==> src/rtl/id_hazard_ctrl_if.sv <==
// Decode-stage hazard bus: ID operands/decode flags, E/M/W forwarding sources, and
// the forwarded operands plus stall/MD status returned to the pipeline.
interface id_hazard_ctrl_if #(
    parameter int unsigned DATA_W   = 32,
    parameter int unsigned NUM_FWD  = 3,
    parameter int unsigned MULT_LAT = 5,
    parameter int unsigned DIV_LAT  = 10,
    parameter int unsigned CNT_W    = 32
);
    localparam int unsigned SEL_W   = $clog2(NUM_FWD + 1);
    localparam int unsigned MAX_LAT = (MULT_LAT > DIV_LAT) ? MULT_LAT : DIV_LAT;
    localparam int unsigned MDC_W   = $clog2(MAX_LAT + 1);

    logic                  id_valid;
    logic [4:0]            rs_addr;
    logic [4:0]            rt_addr;
    logic                  use_rs;
    logic                  use_rt;
    logic [DATA_W-1:0]     rf_a;
    logic [DATA_W-1:0]     rf_b;
    logic [NUM_FWD-1:0]    fwd_we;
    logic [5*NUM_FWD-1:0]  fwd_addr;
    logic [NUM_FWD-1:0]    fwd_ready;
    logic [DATA_W*NUM_FWD-1:0] fwd_data;
    logic                  md_start;
    logic                  md_is_div;
    logic                  md_read;
    logic                  md_cancel;

    logic [DATA_W-1:0]     ea;
    logic [DATA_W-1:0]     eb;
    logic [SEL_W-1:0]      sel_a;
    logic [SEL_W-1:0]      sel_b;
    logic                  stall;
    logic                  write_pc;
    logic                  md_busy;
    logic [MDC_W-1:0]      md_count;
    logic [CNT_W-1:0]      stall_cnt;

    modport master (
        output id_valid, rs_addr, rt_addr, use_rs, use_rt, rf_a, rf_b,
               fwd_we, fwd_addr, fwd_ready, fwd_data,
               md_start, md_is_div, md_read, md_cancel,
        input  ea, eb, sel_a, sel_b, stall, write_pc, md_busy, md_count, stall_cnt
    );

    modport slave (
        input  id_valid, rs_addr, rt_addr, use_rs, use_rt, rf_a, rf_b,
               fwd_we, fwd_addr, fwd_ready, fwd_data,
               md_start, md_is_div, md_read, md_cancel,
        output ea, eb, sel_a, sel_b, stall, write_pc, md_busy, md_count, stall_cnt
    );
endinterface

==> src/rtl/id_hazard_ctrl.sv <==
// Decode-stage operand forwarding and stall control: generic ready-qualified
// forwarding sources, multiply/divide busy tracking, and a saturating stall counter.
module id_hazard_ctrl #(
    parameter int unsigned DATA_W   = 32,
    parameter int unsigned NUM_FWD  = 3,
    parameter int unsigned MULT_LAT = 5,
    parameter int unsigned DIV_LAT  = 10,
    parameter int unsigned CNT_W    = 32
) (
    input  logic           clk,
    input  logic           rst,
    id_hazard_ctrl_if.slave bus
);
    localparam int unsigned SEL_W   = $clog2(NUM_FWD + 1);
    localparam int unsigned MAX_LAT = (MULT_LAT > DIV_LAT) ? MULT_LAT : DIV_LAT;
    localparam int unsigned MDC_W   = $clog2(MAX_LAT + 1);

    logic [SEL_W-1:0]  sel_a;
    logic [SEL_W-1:0]  sel_b;
    logic [DATA_W-1:0] ea;
    logic [DATA_W-1:0] eb;
    logic              rdy_a;
    logic              rdy_b;
    logic              haz_a;
    logic              haz_b;
    logic              md_haz;
    logic              stall;
    logic [MDC_W-1:0]  md_count;
    logic [CNT_W-1:0]  stall_cnt;

    // Walk oldest to youngest so the youngest matching source overrides.
    always_comb begin
        sel_a = '0;
        sel_b = '0;
        ea    = bus.rf_a;
        eb    = bus.rf_b;
        rdy_a = 1'b1;
        rdy_b = 1'b1;
        for (int i = NUM_FWD - 1; i >= 0; i--) begin
            if (bus.fwd_we[i] && (bus.fwd_addr[5*i +: 5] != 5'd0)) begin
                if (bus.fwd_addr[5*i +: 5] == bus.rs_addr) begin
                    sel_a = SEL_W'(i + 1);
                    ea    = bus.fwd_data[DATA_W*i +: DATA_W];
                    rdy_a = bus.fwd_ready[i];
                end
                if (bus.fwd_addr[5*i +: 5] == bus.rt_addr) begin
                    sel_b = SEL_W'(i + 1);
                    eb    = bus.fwd_data[DATA_W*i +: DATA_W];
                    rdy_b = bus.fwd_ready[i];
                end
            end
        end
    end

    assign haz_a  = bus.use_rs && !rdy_a;
    assign haz_b  = bus.use_rt && !rdy_b;
    assign md_haz = (bus.md_read || bus.md_start) && (md_count != '0);
    // Reset forces the pipeline to run so nothing freezes while state is being cleared.
    assign stall  = !rst && bus.id_valid && (haz_a || haz_b || md_haz);

    // Remaining MD busy cycles; cancel beats a same-cycle start.
    always_ff @(posedge clk or posedge rst) begin
        if (rst) begin
            md_count <= '0;
        end else if (bus.md_cancel) begin
            md_count <= '0;
        end else if (bus.id_valid && bus.md_start && !stall) begin
            md_count <= bus.md_is_div ? MDC_W'(DIV_LAT) : MDC_W'(MULT_LAT);
        end else if (md_count != '0) begin
            md_count <= md_count - MDC_W'(1);
        end
    end

    always_ff @(posedge clk or posedge rst) begin
        if (rst) begin
            stall_cnt <= '0;
        end else if (stall && (stall_cnt != '1)) begin
            stall_cnt <= stall_cnt + CNT_W'(1);
        end
    end

    assign bus.ea        = ea;
    assign bus.eb        = eb;
    assign bus.sel_a     = sel_a;
    assign bus.sel_b     = sel_b;
    assign bus.stall     = stall;
    assign bus.write_pc  = !stall;
    assign bus.md_busy   = (md_count != '0);
    assign bus.md_count  = md_count;
    assign bus.stall_cnt = stall_cnt;
endmodule

==> src/flat_wrapper.sv <==
// flat-port wrapper written by rule: the top's interface ports become plain ports
module id_hazard_ctrl_flat 
#(
    parameter int unsigned DATA_W   = 32,
    parameter int unsigned NUM_FWD  = 3,
    parameter int unsigned MULT_LAT = 5,
    parameter int unsigned DIV_LAT  = 10,
    parameter int unsigned CNT_W    = 32
)
  (clk, rst, bus_id_valid, bus_rs_addr, bus_rt_addr, bus_use_rs, bus_use_rt, bus_rf_a, bus_rf_b, bus_fwd_we, bus_fwd_addr, bus_fwd_ready, bus_fwd_data, bus_md_start, bus_md_is_div, bus_md_read, bus_md_cancel, bus_ea, bus_eb, bus_sel_a, bus_sel_b, bus_stall, bus_write_pc, bus_md_busy, bus_md_count, bus_stall_cnt);
  id_hazard_ctrl_if #(.DATA_W(DATA_W), .NUM_FWD(NUM_FWD), .MULT_LAT(MULT_LAT), .DIV_LAT(DIV_LAT), .CNT_W(CNT_W)) bus_i ();
  input  logic clk;
  input  logic rst;
  input wire logic [$bits(bus_i.id_valid)-1:0] bus_id_valid;
  input wire logic [$bits(bus_i.rs_addr)-1:0] bus_rs_addr;
  input wire logic [$bits(bus_i.rt_addr)-1:0] bus_rt_addr;
  input wire logic [$bits(bus_i.use_rs)-1:0] bus_use_rs;
  input wire logic [$bits(bus_i.use_rt)-1:0] bus_use_rt;
  input wire logic [$bits(bus_i.rf_a)-1:0] bus_rf_a;
  input wire logic [$bits(bus_i.rf_b)-1:0] bus_rf_b;
  input wire logic [$bits(bus_i.fwd_we)-1:0] bus_fwd_we;
  input wire logic [$bits(bus_i.fwd_addr)-1:0] bus_fwd_addr;
  input wire logic [$bits(bus_i.fwd_ready)-1:0] bus_fwd_ready;
  input wire logic [$bits(bus_i.fwd_data)-1:0] bus_fwd_data;
  input wire logic [$bits(bus_i.md_start)-1:0] bus_md_start;
  input wire logic [$bits(bus_i.md_is_div)-1:0] bus_md_is_div;
  input wire logic [$bits(bus_i.md_read)-1:0] bus_md_read;
  input wire logic [$bits(bus_i.md_cancel)-1:0] bus_md_cancel;
  output wire logic [$bits(bus_i.ea)-1:0] bus_ea;
  output wire logic [$bits(bus_i.eb)-1:0] bus_eb;
  output wire logic [$bits(bus_i.sel_a)-1:0] bus_sel_a;
  output wire logic [$bits(bus_i.sel_b)-1:0] bus_sel_b;
  output wire logic [$bits(bus_i.stall)-1:0] bus_stall;
  output wire logic [$bits(bus_i.write_pc)-1:0] bus_write_pc;
  output wire logic [$bits(bus_i.md_busy)-1:0] bus_md_busy;
  output wire logic [$bits(bus_i.md_count)-1:0] bus_md_count;
  output wire logic [$bits(bus_i.stall_cnt)-1:0] bus_stall_cnt;
  assign bus_i.id_valid = bus_id_valid;
  assign bus_i.rs_addr = bus_rs_addr;
  assign bus_i.rt_addr = bus_rt_addr;
  assign bus_i.use_rs = bus_use_rs;
  assign bus_i.use_rt = bus_use_rt;
  assign bus_i.rf_a = bus_rf_a;
  assign bus_i.rf_b = bus_rf_b;
  assign bus_i.fwd_we = bus_fwd_we;
  assign bus_i.fwd_addr = bus_fwd_addr;
  assign bus_i.fwd_ready = bus_fwd_ready;
  assign bus_i.fwd_data = bus_fwd_data;
  assign bus_i.md_start = bus_md_start;
  assign bus_i.md_is_div = bus_md_is_div;
  assign bus_i.md_read = bus_md_read;
  assign bus_i.md_cancel = bus_md_cancel;
  assign bus_ea = bus_i.ea;
  assign bus_eb = bus_i.eb;
  assign bus_sel_a = bus_i.sel_a;
  assign bus_sel_b = bus_i.sel_b;
  assign bus_stall = bus_i.stall;
  assign bus_write_pc = bus_i.write_pc;
  assign bus_md_busy = bus_i.md_busy;
  assign bus_md_count = bus_i.md_count;
  assign bus_stall_cnt = bus_i.stall_cnt;
  id_hazard_ctrl #(.DATA_W(DATA_W), .NUM_FWD(NUM_FWD), .MULT_LAT(MULT_LAT), .DIV_LAT(DIV_LAT), .CNT_W(CNT_W)) u_core (.clk(clk), .rst(rst), .bus(bus_i));
endmodule
==> config.mk <==
export PLATFORM = sky130hd
export DESIGN_NAME = id_hazard_ctrl_flat
export DESIGN_NICKNAME = d
export VERILOG_FILES = /design/src/rtl/id_hazard_ctrl_if.sv /design/src/rtl/id_hazard_ctrl.sv /design/src/flat_wrapper.sv
export SDC_FILE = /design/constraint.sdc
export NUM_CORES = 1
export LEC_CHECK = 0
export ABC_AREA = 0
export BUFFER_PORTS_ARGS = -buffer_cell sky130_fd_sc_hd__clkbuf_2
export CORE_AREA = 2 2 119 121
export DETAILED_ROUTE_END_ITERATION = 6
export DIE_AREA = 0 0 121 123
export SYNTH_ARGS = -nofsm -noshare
export SYNTH_HDL_FRONTEND = slang
export SYNTH_SLANG_ARGS = --single-unit
==> constraint.sdc <==
create_clock -name clk -period 4.13 [get_ports clk]
set_input_delay 0.413 -clock clk [delete_from_list [all_inputs] [get_ports clk]]
set_output_delay 0.413 -clock clk [all_outputs]
set_load 0.02 [all_outputs]
==> impl_metrics.csv <==
group,metric,value,unit
timing,grt_setup_unrepaired,"no",
detailed_routing,routed_wl,16.6,mm
logic_synthesis,synthMuxAreaShare,16.2,%
global_route,grt_max_degree,67,
detailed_routing,vias,5176,
finish,drive_above_1_share,38.7,%
finish,nets,1090,
floorplanning,fp.coreArea,13600,um^2
logic_synthesis,synth_fa_ha_area_share,0.580,%
timing,post-route-period-util,76.5,%
cts,postCtsSetupBuffers,0,
pwr,p_leak,3.04,nW
cts,cts_root_buffer,"clkbuf_16",
global_route,grtUsageTotal,20.7,%
critical_path,cpMaxStageDelayCell,"and2_2",
logic_synthesis,yosysWarnings,0,
critical_path,crit_path_end_kind,"output port",
critical_path,rr_worst_depth,7,
flow_run,drv_cap,0,
placed_design,portBuffers,306,
critical_path,critPathTopFamily,"simple AND/OR/NAND/NOR gates",
floorplanning,ios,307,
detailed_routing,drc,0,
critical_path,path_cells,"clkbuf_2 -> xnor2_1 -> nand3_1 -> nor3_1 -> and2_2 -> buf_4 -> mux2i_1 -> nand2_1 -> o21ai_1 -> o21ai_1 -> clkbuf_2",
pwr,p_total,0.00149,W
detailed_routing,first_pass_iters,4,
critical_path,start_kind,"input port",
floorplanning,die_area,14900,um^2
cts,cts_tree,"built",
min_path,hold_path_class,"input port to asynchronous set/reset pin",
cts,ctsHoldBuffers,0,
outcome,status,"complete, no violations",
critical_path,path_depth,11,
cts,h-tree-depth,2,
detailed_routing,drtAntennaViolNets,0,
detailed_routing,vias_per_cell,4.84,
logic_synthesis,synth_top_family_by_area,"simple AND/OR/NAND/NOR gates",
timing,fin_crit,3.16,ns
timing,fin_setup_tns,0,ns
global_route,grt_pass1_vias,4691,
logic_synthesis,syn_inst,605,
floorplanning,die-width,121,um
detailed_routing,post_drt_wl_per_cell,15.6,um
cts,clkTransAtPathRegs,0.05,ns
placed_design,gp_congestion,0.858,
cts,cts_sinks,36,
timing,max_slew_margin,44.4,%
global_route,antenna_found_initial,2,
finish,area_growth,41.9,%
timing,finalSetupViolCount,0,
detailed_routing,drt_iter0_markers,276,
timing,max_slew.worst_pin.slew,0.834,ns
critical_path,cp.buffers_inverters,3,
logic_synthesis,synth.avg_cell_area,7.13,um^2
logic_synthesis,synthDistinctLibCells,47,
logic_synthesis,synth_compound_area_share,17.8,%
floorplanning,rows,43,
timing,fin_skew,0.00548,ns
placed_design,dp_hpwl,13.6,mm
logic_synthesis,yosys.area_share.simple,26.8,%
floorplanning,die_h,123,um
critical_path,critical_path_peak_fanout,26,
global_route,grt_pass1_wl,24.5,mm
pwr,ir_drop,323,uV
cts,cts.repair.resized,0,
global_route,grt_remaining_overflow,0,
logic_synthesis,yosysSeqAreaShare,20.9,%
logic_synthesis,synth_xor_area_share,12.6,%
cts,clk-insertion-delay-late,0.28,ns
critical_path,max_stage_delay,0.74,ns
critical_path,required,3.72,ns
pwr,p_per_area,243,nW/um^2
critical_path,arrival,2.74,ns
timing,max_clock_freq,0.317,GHz
logic_synthesis,synth-seq-cells,36,
cts,clockBufferDepth,2,
timing,slew_viol_final,0,
logic_synthesis,synth_area,4310,um^2
logic_synthesis,synth_nets,807,
floorplanning,start_util,31.7,%
critical_path,critical_path_class,"input port to output port",
cts,cts_buffers,5,
timing,hold_viol,0,
cells in the mapped netlist, drive strengths merged:
cell type    n  share of area (%)
nand2      149                 13
o21ai      130                 15
mux2i       64                 15
dfrtp       36                 21
xor2        34                6.9
xnor2       28                5.7
clkbuf      26                2.3
nor2        23                2.5
nor3        14                1.6
buf         13                1.7
inv         13                1.1
nor4        11                2.5
nand3       10                1.5
nand4        8                1.3
a21oi        5               0.58
mux2         5                1.3
and2         4               0.58
nor2b        4               0.58
a21o         3               0.52
and3         3               0.44
nor3b        3               0.52
or4          3               0.70
a311oi       2               0.41
and4         2               0.41
ha           2               0.58
a211oi       1               0.29
clkinv       1               0.12
nand2b       1               0.15
nand3b       1               0.17
nor4b        1               0.20
o2111ai      1               0.35
o22ai        1               0.29
or2          1               0.20
or3          1               0.15
or4b         1               0.32
power breakdown:
part,internal [W],switching [W]
sequential,0.000389,0.0000395
combinational,0.000288,0.000417
clock,0.000218,0.000135
area by class of cell:
cell class | count | area [um^2]
inverter | 14 | 53.8
clock inverter | 2 | 12.5
tap | 180 | 225
clock buffer | 5 | 125
sequential | 36 | 901
fill | 1449 | 7490
multi-input combinational | 516 | 3200
timing repair buffer | 315 | 1600
antenna | 1 | 2.50
cell usage in the layout, fill, tap and decap left out, drive strengths merged, types with 4 or more instances in the layout:
cell type,count
mux2,5
mux2i,64
clkbuf,311
xor2,34
and2,4
nand3,10
xnor2,28
nor4,11
buf,9
a21oi,5
nand4,8
inv,13
dfrtp,36
nand2,149
nor2b,4
nor2,23
o21ai,130
nor3,14
cell families after synthesis:
group | count (synthesis)
AND/OR/NAND/NOR | 240
AO/OA/AOI/OAI | 143
multiplexers | 69
XOR/XNOR | 62
buffers and inverters | 53
flip-flops | 36
adder cells (fa/ha/maj) | 2
registers in the layout, indices dropped and copies added (netlist names):
name                  flops
u_core.bus.stall_cnt     32
u_core.bus.md_count       4
metrics by stage:
step / hold WS (ns) / worst slack (ns) / utilization [%] / std cells / cell area (um^2)
final: 0.218 / 0.972 / 44.9 / 1069 / 6120
after global routing: 0.264 / 0.743 / 44.9 / 1068 / 6120
after CTS: 0.240 / 0.984 / 44.9 / 1068 / 6120
after detailed placement: 0.482 / 0.997 / 43.9 / 1061 / 5980
after global placement: 0.477 / 1.04 / 43.9 / 1061 / 5980
after floorplan: 0.580 / 1.47 / - / 605 / 4310
path summary, 6_finish.rpt:
| path | slack [ns] | to | startpoint |
|---|---|---|---|
| setup / recovery | 0.97 | bus_ea[31] | bus_fwd_addr[13] |
| hold / removal | 0.22 | u_core.bus.stall_cnt[6] | rst |
| setup reg to reg | 1.28 | u_core.bus.stall_cnt[1] | u_core.bus.stall_cnt[3] |
| hold reg to reg | 0.49 | u_core.bus.stall_cnt[15] | u_core.bus.stall_cnt[15] |
| max in group asynchronous | 3.59 | u_core.bus.md_count[1] | rst |
| min in group clk | 0.49 | u_core.bus.stall_cnt[15] | u_core.bus.stall_cnt[15] |
worst min-delay path: cells and delay by family:
kind / cells / cell delay [ns]
buffers and inverters: 3 / 0.51
layer usage:
layer  GRT usage [%]  wire, um  vias up
met5               0         8        -
met4            4.22       301        2
met3            5.07      1430       22
met2            34.4      7960      223
met1            27.3      6920     2279
li1                -         -     2650
No activity file was read; power rests on OpenSTA's default activity.
